`src/rtl/mips_mem_access_ctrl.sv`:
```
// Byte/half/word load-store initiator over a word-indexed data memory; big-endian lanes, RMW for sub-word stores.
// Latency accept->resp_valid: error 1, load 2, word store 2, sub-word store 3. req_ready only in IDLE, resp has no backpressure.
// MIPS_MEM_ACCESS_ALIGN_CHECK_EN: misaligned half/word requests error out instead of being aligned down.
module mips_mem_access_ctrl #(
    parameter int MEM_WORDS = 256
) (
    input  logic        clk,
    input  logic        rst_n,
    input  logic        req_valid,
    output logic        req_ready,
    input  logic        req_write,
    input  logic [1:0]  req_size,
    input  logic        req_signed,
    input  logic [31:0] req_addr,
    input  logic [31:0] req_wdata,
    output logic        resp_valid,
    output logic [31:0] resp_rdata,
    output logic        resp_err,
    output logic [31:0] mem_address,
    output logic [31:0] write_data,
    output logic        sig_mem_read,
    output logic        sig_mem_write,
    input  logic [31:0] read_data
);
    typedef enum logic [1:0] {IDLE, RD, WR, RESP} state_t;

    localparam logic [31:0] MEM_WORDS_W = 32'(MEM_WORDS);

    state_t      state;
    logic [31:0] addr_q;
    logic [31:0] wr_word;
    logic [31:0] rdata_q;
    logic [1:0]  size_q;
    logic        signed_q;
    logic        write_q;
    logic        err_q;

    logic [31:0] acc_addr;
    logic        acc_err;

    // Byte lane b sits at bits [31-8b -: 8]; shifting by 8*(3-b) == {~b,3'b0} brings it to [7:0].
    function automatic logic [31:0] lane_extract(input logic [31:0] word, input logic [1:0] a,
                                                 input logic [1:0] size, input logic sgn);
        logic [31:0] sh;
        logic [15:0] h;
        sh = word >> {~a, 3'b000};
        h  = a[1] ? word[15:0] : word[31:16];
        case (size)
            2'b00:   lane_extract = sgn ? {{24{sh[7]}}, sh[7:0]} : {24'd0, sh[7:0]};
            2'b01:   lane_extract = sgn ? {{16{h[15]}}, h} : {16'd0, h};
            default: lane_extract = word;
        endcase
    endfunction

    function automatic logic [31:0] lane_merge(input logic [31:0] word, input logic [1:0] a,
                                               input logic [1:0] size, input logic [31:0] wdata);
        logic [31:0] mask;
        logic [31:0] data;
        case (size)
            2'b00: begin
                mask = 32'h0000_00FF << {~a, 3'b000};
                data = {24'd0, wdata[7:0]} << {~a, 3'b000};
            end
            2'b01: begin
                mask = a[1] ? 32'h0000_FFFF : 32'hFFFF_0000;
                data = a[1] ? {16'd0, wdata[15:0]} : {wdata[15:0], 16'd0};
            end
            default: begin
                mask = 32'hFFFF_FFFF;
                data = wdata;
            end
        endcase
        lane_merge = (word & ~mask) | data;
    endfunction

    always_comb begin
        acc_addr = req_addr;
        acc_err  = (req_size == 2'b11) || ({2'b00, req_addr[31:2]} >= MEM_WORDS_W);
`ifdef MIPS_MEM_ACCESS_ALIGN_CHECK_EN
        if ((req_size == 2'b01 && req_addr[0]) || (req_size == 2'b10 && req_addr[1:0] != 2'b00))
            acc_err = 1'b1;
`else
        if (req_size == 2'b01)
            acc_addr[0] = 1'b0;
        else if (req_size == 2'b10)
            acc_addr[1:0] = 2'b00;
`endif
    end

    always_ff @(posedge clk) begin
        if (!rst_n) begin
            state    <= IDLE;
            addr_q   <= '0;
            wr_word  <= '0;
            rdata_q  <= '0;
            size_q   <= '0;
            signed_q <= 1'b0;
            write_q  <= 1'b0;
            err_q    <= 1'b0;
        end else begin
            case (state)
                IDLE: if (req_valid) begin
                    addr_q   <= acc_addr;
                    size_q   <= req_size;
                    signed_q <= req_signed;
                    write_q  <= req_write;
                    wr_word  <= req_wdata;
                    rdata_q  <= '0;
                    err_q    <= acc_err;
                    if (acc_err)
                        state <= RESP;
                    else if (req_write && req_size == 2'b10)
                        state <= WR;
                    else
                        state <= RD;
                end
                RD: begin
                    if (write_q) begin
                        wr_word <= lane_merge(read_data, addr_q[1:0], size_q, wr_word);
                        state   <= WR;
                    end else begin
                        rdata_q <= lane_extract(read_data, addr_q[1:0], size_q, signed_q);
                        state   <= RESP;
                    end
                end
                WR:      state <= RESP;
                default: state <= IDLE;
            endcase
        end
    end

    assign req_ready     = (state == IDLE);
    assign sig_mem_read  = (state == RD);
    assign sig_mem_write = (state == WR);
    assign resp_valid    = (state == RESP);
    assign resp_err      = (state == RESP) & err_q;
    assign resp_rdata    = (state == RESP) ? rdata_q : 32'd0;
    assign mem_address   = {2'b00, addr_q[31:2]};
    assign write_data    = wr_word;
endmodule

```
`config.mk`:
```
export PLATFORM = sky130hd
export DESIGN_NAME = mips_mem_access_ctrl
export DESIGN_NICKNAME = d
export VERILOG_FILES = /design/src/rtl/mips_mem_access_ctrl.sv
export SDC_FILE = /design/constraint.sdc
export NUM_CORES = 1
export LEC_CHECK = 0
export ABC_AREA = 1
export CAP_MARGIN = 0
export CORE_MARGIN = 3
export CORE_UTILIZATION = 30
export DETAILED_ROUTE_END_ITERATION = 10
export HOLD_SLACK_MARGIN = 0.05
export SETUP_SLACK_MARGIN = 0.5
export SYNTH_ARGS = -nofsm -noshare
export SYNTH_HDL_FRONTEND = slang
export SYNTH_SLANG_ARGS = --single-unit
```
`constraint.sdc`:
```
create_clock -name clk -period 2.38 [get_ports clk]
set_clock_uncertainty 0.2 [all_clocks]
set_input_delay 0.595 -clock clk [delete_from_list [all_inputs] [get_ports clk]]
set_output_delay 0.595 -clock clk [all_outputs]
set_load 0.03 [all_outputs]
```
==> Word-level counts from Yosys, hierarchy flattened <==
Cells that the tools add are included.
{ "op_classes": {"magnitude_cmp": 1, "n_eq_ne": 10, "shift": 3, "muxes": 29, "n_bitwise": 5, "n_reduce_logical": 8} }
{ "ops": {"columns": ["cell", "n"], "rows": [
  ["32-bit 2-to-1 mux", 15],
  ["32-bit case mux with 2 select lines", 5],
  ["32-bit AND", 1],
  ["32-bit inverter", 1],
  ["32-bit bitwise OR", 1],
  ["8-bit by 5-bit left shift with 32-bit output", 1],
  ["8-bit by 5-bit left shift with 32-bit output, first input constant", 1],
  ["32-bit by 5-bit right shift with 8-bit output", 1],
  ["30-bit by 9-bit >= comparator with 1-bit output, second input constant", 1],
  ["16-bit 2-to-1 mux", 1],
  ["2-bit == test, second input constant", 4],
  ["2-bit 2-to-1 mux", 4],
  ["2-bit by 1-bit == test with 1-bit output, second input constant", 3],
  ["2-bit case mux with 3 select lines", 1],
  ["3-bit AND reduction", 2],
  ["2-bit zero test", 2],
  ["2-bit != test, second input constant", 2],
  ["1-bit 2-to-1 mux", 3],
  ["2-bit by 1-bit != test with 1-bit output, second input constant", 1],
  ["2-bit inverter", 1],
  ["2-bit AND reduction", 1],
  ["2-bit nonzero test", 1],
  ["1-bit AND", 1],
  ["1-bit logical AND", 1],
  ["1-bit logical OR", 1]
]} }
{ "totals": {"reg_bits": 103, "input_bits": 103, "output_inout_bits": 101, "elab_cells": 64} }

==> Logic depth before layout (Yosys ltp) <==
Gate-level depths: netlist of the first run.
{ "depth": {"word_depth": 11, "ltp_mapped": 10, "mapped_depth_nobuf": 9} }

==> Least setup slack after synthesis of the first run <==
OpenSTA, ideal clock, no wires.
{ "synth_timing": {"kind": "register -> output", "startpoint": "reg state[0]", "endpoint": "out resp_rdata[10]", "arrival_ns": 1.505, "required_ns": 1.585, "setup_slack_ns": 0.080, "stages_incl_launch_ff": 6, "n_path_buf": 2, "path_cell_list": "dfxtp_1 -> ha_1 -> clkbuf_1 -> clkbuf_1 -> nand2_1 -> inv_1"} }
{ "synth_via": {"elab_chain_cells": 2} }
{ "synth_rtl": {"columns": ["element", "line_no", "source"], "rows": [
  ["start, declared", "29", "state_t state;"],
  ["start signal, assigned", "92", "state <= IDLE;"],
  ["start signal, assigned", "111", "state <= RESP;"],
  ["start signal, assigned", "113", "state <= WR;"],
  ["2-bit == test", null, null],
  ["via resp_valid", "16", "output logic resp_valid,"],
  ["32-bit 2-to-1 mux", "137", "assign resp_rdata = (state == RESP) ? rdata_q : 32'd0;"],
  ["end, declared", "17", "output logic [31:0] resp_rdata,"]
]} }
The timed path passes the listed nets, and every way through them passes these cells.

==> Worst setup path after layout of the first run <==
{ "layout_timing": {"startpoint": "reg state[0]", "endpoint": "out resp_rdata[31]"} }
{ "layout_via": {"elab_chain_cells": 2} }
{ "layout_rtl": {"columns": ["element", "line_no"], "rows": [
  ["2-bit == test", "137"],
  ["32-bit 2-to-1 mux", "137"]
]} }
Every way passes these cells.

==> metrics.md, run 1 <==
| Metric | Value |
|---|---|
| Ys async rst share | `0` |
| Clock Tree Root | `clkbuf_16` |
| DR vias/cell | `4.89` |
| Fin crit period | `2.21 ns` |
| Clock sink total | `103` |
| Status | `completed` |
| Chip height | `145 um` |
| Maximum clock insertion buffer count | `2` |
| Adder-cell area share of the yosys netlist | `0.00869` |
| Global-route wire length before repair | `30.5 mm` |
| Vias | `6202` |
| Crit path from | `state[0]$_SDFFE_PN0P_` |
| Hold wc startpoint | `rdata_q[1]$_SDFFE_PN0P_` |
| RSZ-0062 raised after global routing | `yes` |
| Cells after Synth | `844` |
| Synth Register Bits | `103` |
| Lkg Pwr | `3.69 nW` |
| Antenna violations before repair | `1` |
| Gr usage total | `0.190` |
| Compound-gate portion of the synthesized area | `0.238` |
| Clock buffer count from CTS | `9` |
| Largest family of logic cells by synthesized area | `simple AND/OR/NAND/NOR gates` |
| Grt ovf | `0` |
| Post-synth top area share | `0.358` |
| Clk slew on worst S/H paths | `0.07 ns` |
| Fmax | `0.453 GHz` |
| Placed cell count | `1225` |
| Max Slew Vio Count | `0` |
| Area delta synth->final | `51.7%` |
| Share of layout cells above drive strength 1 | `0.313` |
| ANT nets after route | `0` |
| Hold path cells | `2` |
| Fillcell total | `1935` |
| Crit path DAT | `1.41 ns` |
| Final setup vio count | `0` |
| Row Count | `50` |
| Starting DRC count in detailed routing | `493` |
| Startpoint Class | `register` |
| Mux contribution to synthesized area | `0` |
| Worst vdd ir | `0.664 mV` |
| TritonRoute pass-1 iters | `7` |
| Crit. End Element | `primary output` |
| Metal-1 WL | `10.1 mm` |
| Max-cap check violation count | `0` |
| IO Pins | `204` |
| Post-synth EDFFs | `0` |
| Setup tns final | `0 ns` |
| Die W | `145 um` |
| Core area | `18800 um^2` |
| Top Metal Used | `met4` |
| Post-Route WL | `22.3 mm` |
| Final-report hold violation count | `0` |
| Hold crit path type | `register to register` |
| I/O Buffers | `201` |
| Worst reg-to-reg path cell count | `10` |
| Post-layout nets | `1137` |
| Synth warn | `0` |
| WP data required | `1.58 ns` |
| Post-CTS Hold Fix Bufs | `0` |
| Wirelength per Cell | `17.6 um` |
| Setup WS post-layout | `0.172 ns` |
| Dominant cell type by area after synthesis | `dfxtp_1` |
| Post-Place Setup Slack | `0.0723 ns` |
| Yosys cell types | `43` |
| H-tree Lvls | `3` |
| Gp weighted congestion | `0.893` |
| Worst r2r dst | `write_data[16]$_SDFFE_PN0P_` |
| Clk_lat worst skew | `0.35 ns` |
| XOR/XNOR Fraction of Synth Area | `0` |
| Die area | `20900 um^2` |
| Largest net degree at the start of global routing | `56` |
| FF-to-FF Start | `state[0]$_SDFFE_PN0P_` |
| Synthesized cell area | `5760 um^2` |
| DRC errors left | `0` |
| Vias in the first global route | `5539` |
| DP HPWL | `15.6 mm` |
| Setup Crit Path Kind | `register to primary output` |
| Initial Util | `0.307` |
| Met3 wire length | `1.45 mm` |
| WL met2 | `10.4 mm` |
| CTS tree | `built` |
| Pwr/cell area | `1230 nW/um^2` |
| Sequential element share of the synthesized area | `0.358` |
| Final Cycle Share | `0.928` |
| Synth Area in Simple Gates | `0.254` |
| Dominant cells by area after synthesis | `dfxtp_1, nand2_1, nor2_1` |
| Non-filler instance count after layout | `1269` |
| Average size of a mapped cell | `6.83 um^2` |
| Synth Flop Type | `dfxtp_1` |
| Hold Crit Endpoint | `rdata_q[1]$_SDFFE_PN0P_` |
| Worst-path maximum fanout | `17` |
| Flop2flop setup slack | `0.45 ns` |
-- cells by family after synthesis --
kind of cell,count (synthesis)
simple gates,341
compound gates,238
buf+inv,157
flops,103
fa+ha+maj,4
other cells,1
-- flip-flops by register name (all words and copies together), names as in the netlist --
register,count
addr_q,32
rdata_q,32
write_data,32
size_q,2
state,2
err_q,1
signed_q,1
write_q,1
-- per-stage QoR --
stage	hold slack [ns]	cell area (um^2)	utilization	power [mW]
floorplan	0.245	5830	-	6.23
global placement	0.257	7770	0.414	7.84
detailed placement	0.256	7770	0.414	7.85
CTS	0.267	8120	0.433	9.38
global route	0.281	8740	0.466	11.3
finish	0.263	8740	0.466	10.7
-- placed cells by master, fill, tap and decap left out, types with 3 or more instances in the layout --
master | Yosys | final
o211ai_1 | 14 | 14
inv_2 | 7 | 39
o21ai_0 | 56 | 46
nor2_2 | 1 | 6
a21o_1 | 6 | 6
nand2_4 | 2 | 6
nand2_2 | 14 | 28
dfxtp_1 | 103 | 99
clkdlybuf4s15_1 | 0 | 4
clkbuf_16 | 0 | 15
nand2_1 | 167 | 149
inv_1 | 69 | 34
o21ai_1 | 38 | 36
buf_12 | 1 | 13
clkbuf_2 | 1 | 24
o22ai_1 | 7 | 7
a21oi_2 | 16 | 35
buf_2 | 6 | 10
a21oi_4 | 1 | 3
clkdlybuf4s50_1 | 0 | 99
nand3_1 | 12 | 11
buf_4 | 33 | 54
a21oi_1 | 91 | 70
inv_4 | 2 | 3
dlymetal6s2s_1 | 0 | 3
buf_6 | 4 | 9
o21ai_2 | 1 | 11
nand3_4 | 2 | 3
nor2_4 | 4 | 11
ha_4 | 0 | 3
clkdlybuf4s15_2 | 0 | 25
nor2_1 | 133 | 121
o21ai_4 | 2 | 5
-- power by group --
group	switching, mW	total (mW)	internal (mW)	leakage (nW)
logic	3.98	6.49	2.51	2.69
clock network	0.688	1.64	0.948	0.155
registers	0.381	2.60	2.22	0.846
total	5.05	10.7	5.68	3.69
-- per-layer routing --
| layer | GRT usage | up-vias |
|---|---|---|
| met3 | 0.0327 | 19 |
| met2 | 0.294 | 219 |
| met1 | 0.268 | 2887 |
| met5 | 0 | - |
| li1 | - | 3077 |
| met4 | 0.0653 | 0 |
-- worst max-delay path, stage by stage, from the launching register on --
cell and delay, ns:
dfxtp_4 0.38, ha_4 0.19, buf_12 0.16, nand2_1 0.10, inv_1 0.06, buf_4 0.15
-- area by class of cell --
class | instances | area (um^2) | area share
clock inverter | 5 | 81.3 | 0.00931
tap | 234 | 293 | 0.0335
timing repair inverter | 1 | 16.3 | 0.00186
antenna | 1 | 2.50 | 0.000286
clock buffer | 10 | 239 | 0.0273
inverter | 80 | 333 | 0.0381
multi-input combinational | 587 | 3250 | 0.372
timing repair buffer | 248 | 2450 | 0.281
sequential | 103 | 2070 | 0.237
-- worst max path at each step --
stage | end
global placement | write_data[19]$_SDFFE_PN0P_
finish | resp_rdata[31]
global route | resp_rdata[31]
CTS | resp_rdata[31]
floorplan | write_data[15]$_SDFFE_PN0P_
detailed placement | write_data[25]$_SDFFE_PN0P_
-- cell usage after synthesis (all sizes together) (4+ instances only) --
cell type,count
nand2,184
nor2,140
a21oi,108
dfxtp,103
o21ai,97
inv,78
buf,44
clkbuf,32
o211ai,15
nand3,14
o22ai,7
a21o,6
ha,4
-- timing repair --
item	in CTS	in global routing
gates cloned	0	11
setup endpoints to repair	124	125
pin swaps	1	42
buffers inserted	1	16
gates resized for setup	194	155
No activity file was read; power rests on OpenSTA's default activity.
==> run 2, diff against run 1 <==
--- a/config.mk
+++ b/config.mk
@@ -10,7 +10,7 @@
 export CORE_MARGIN = 3
 export CORE_UTILIZATION = 30
 export DETAILED_ROUTE_END_ITERATION = 10
-export HOLD_SLACK_MARGIN = 0.05
+export HOLD_SLACK_MARGIN = 0.03
 export SETUP_SLACK_MARGIN = 0.5
 export SYNTH_ARGS = -nofsm -noshare
 export SYNTH_HDL_FRONTEND = slang
==> results of run 2 <==
No change in the layout: final DEF, timing and power equal those of run 1.
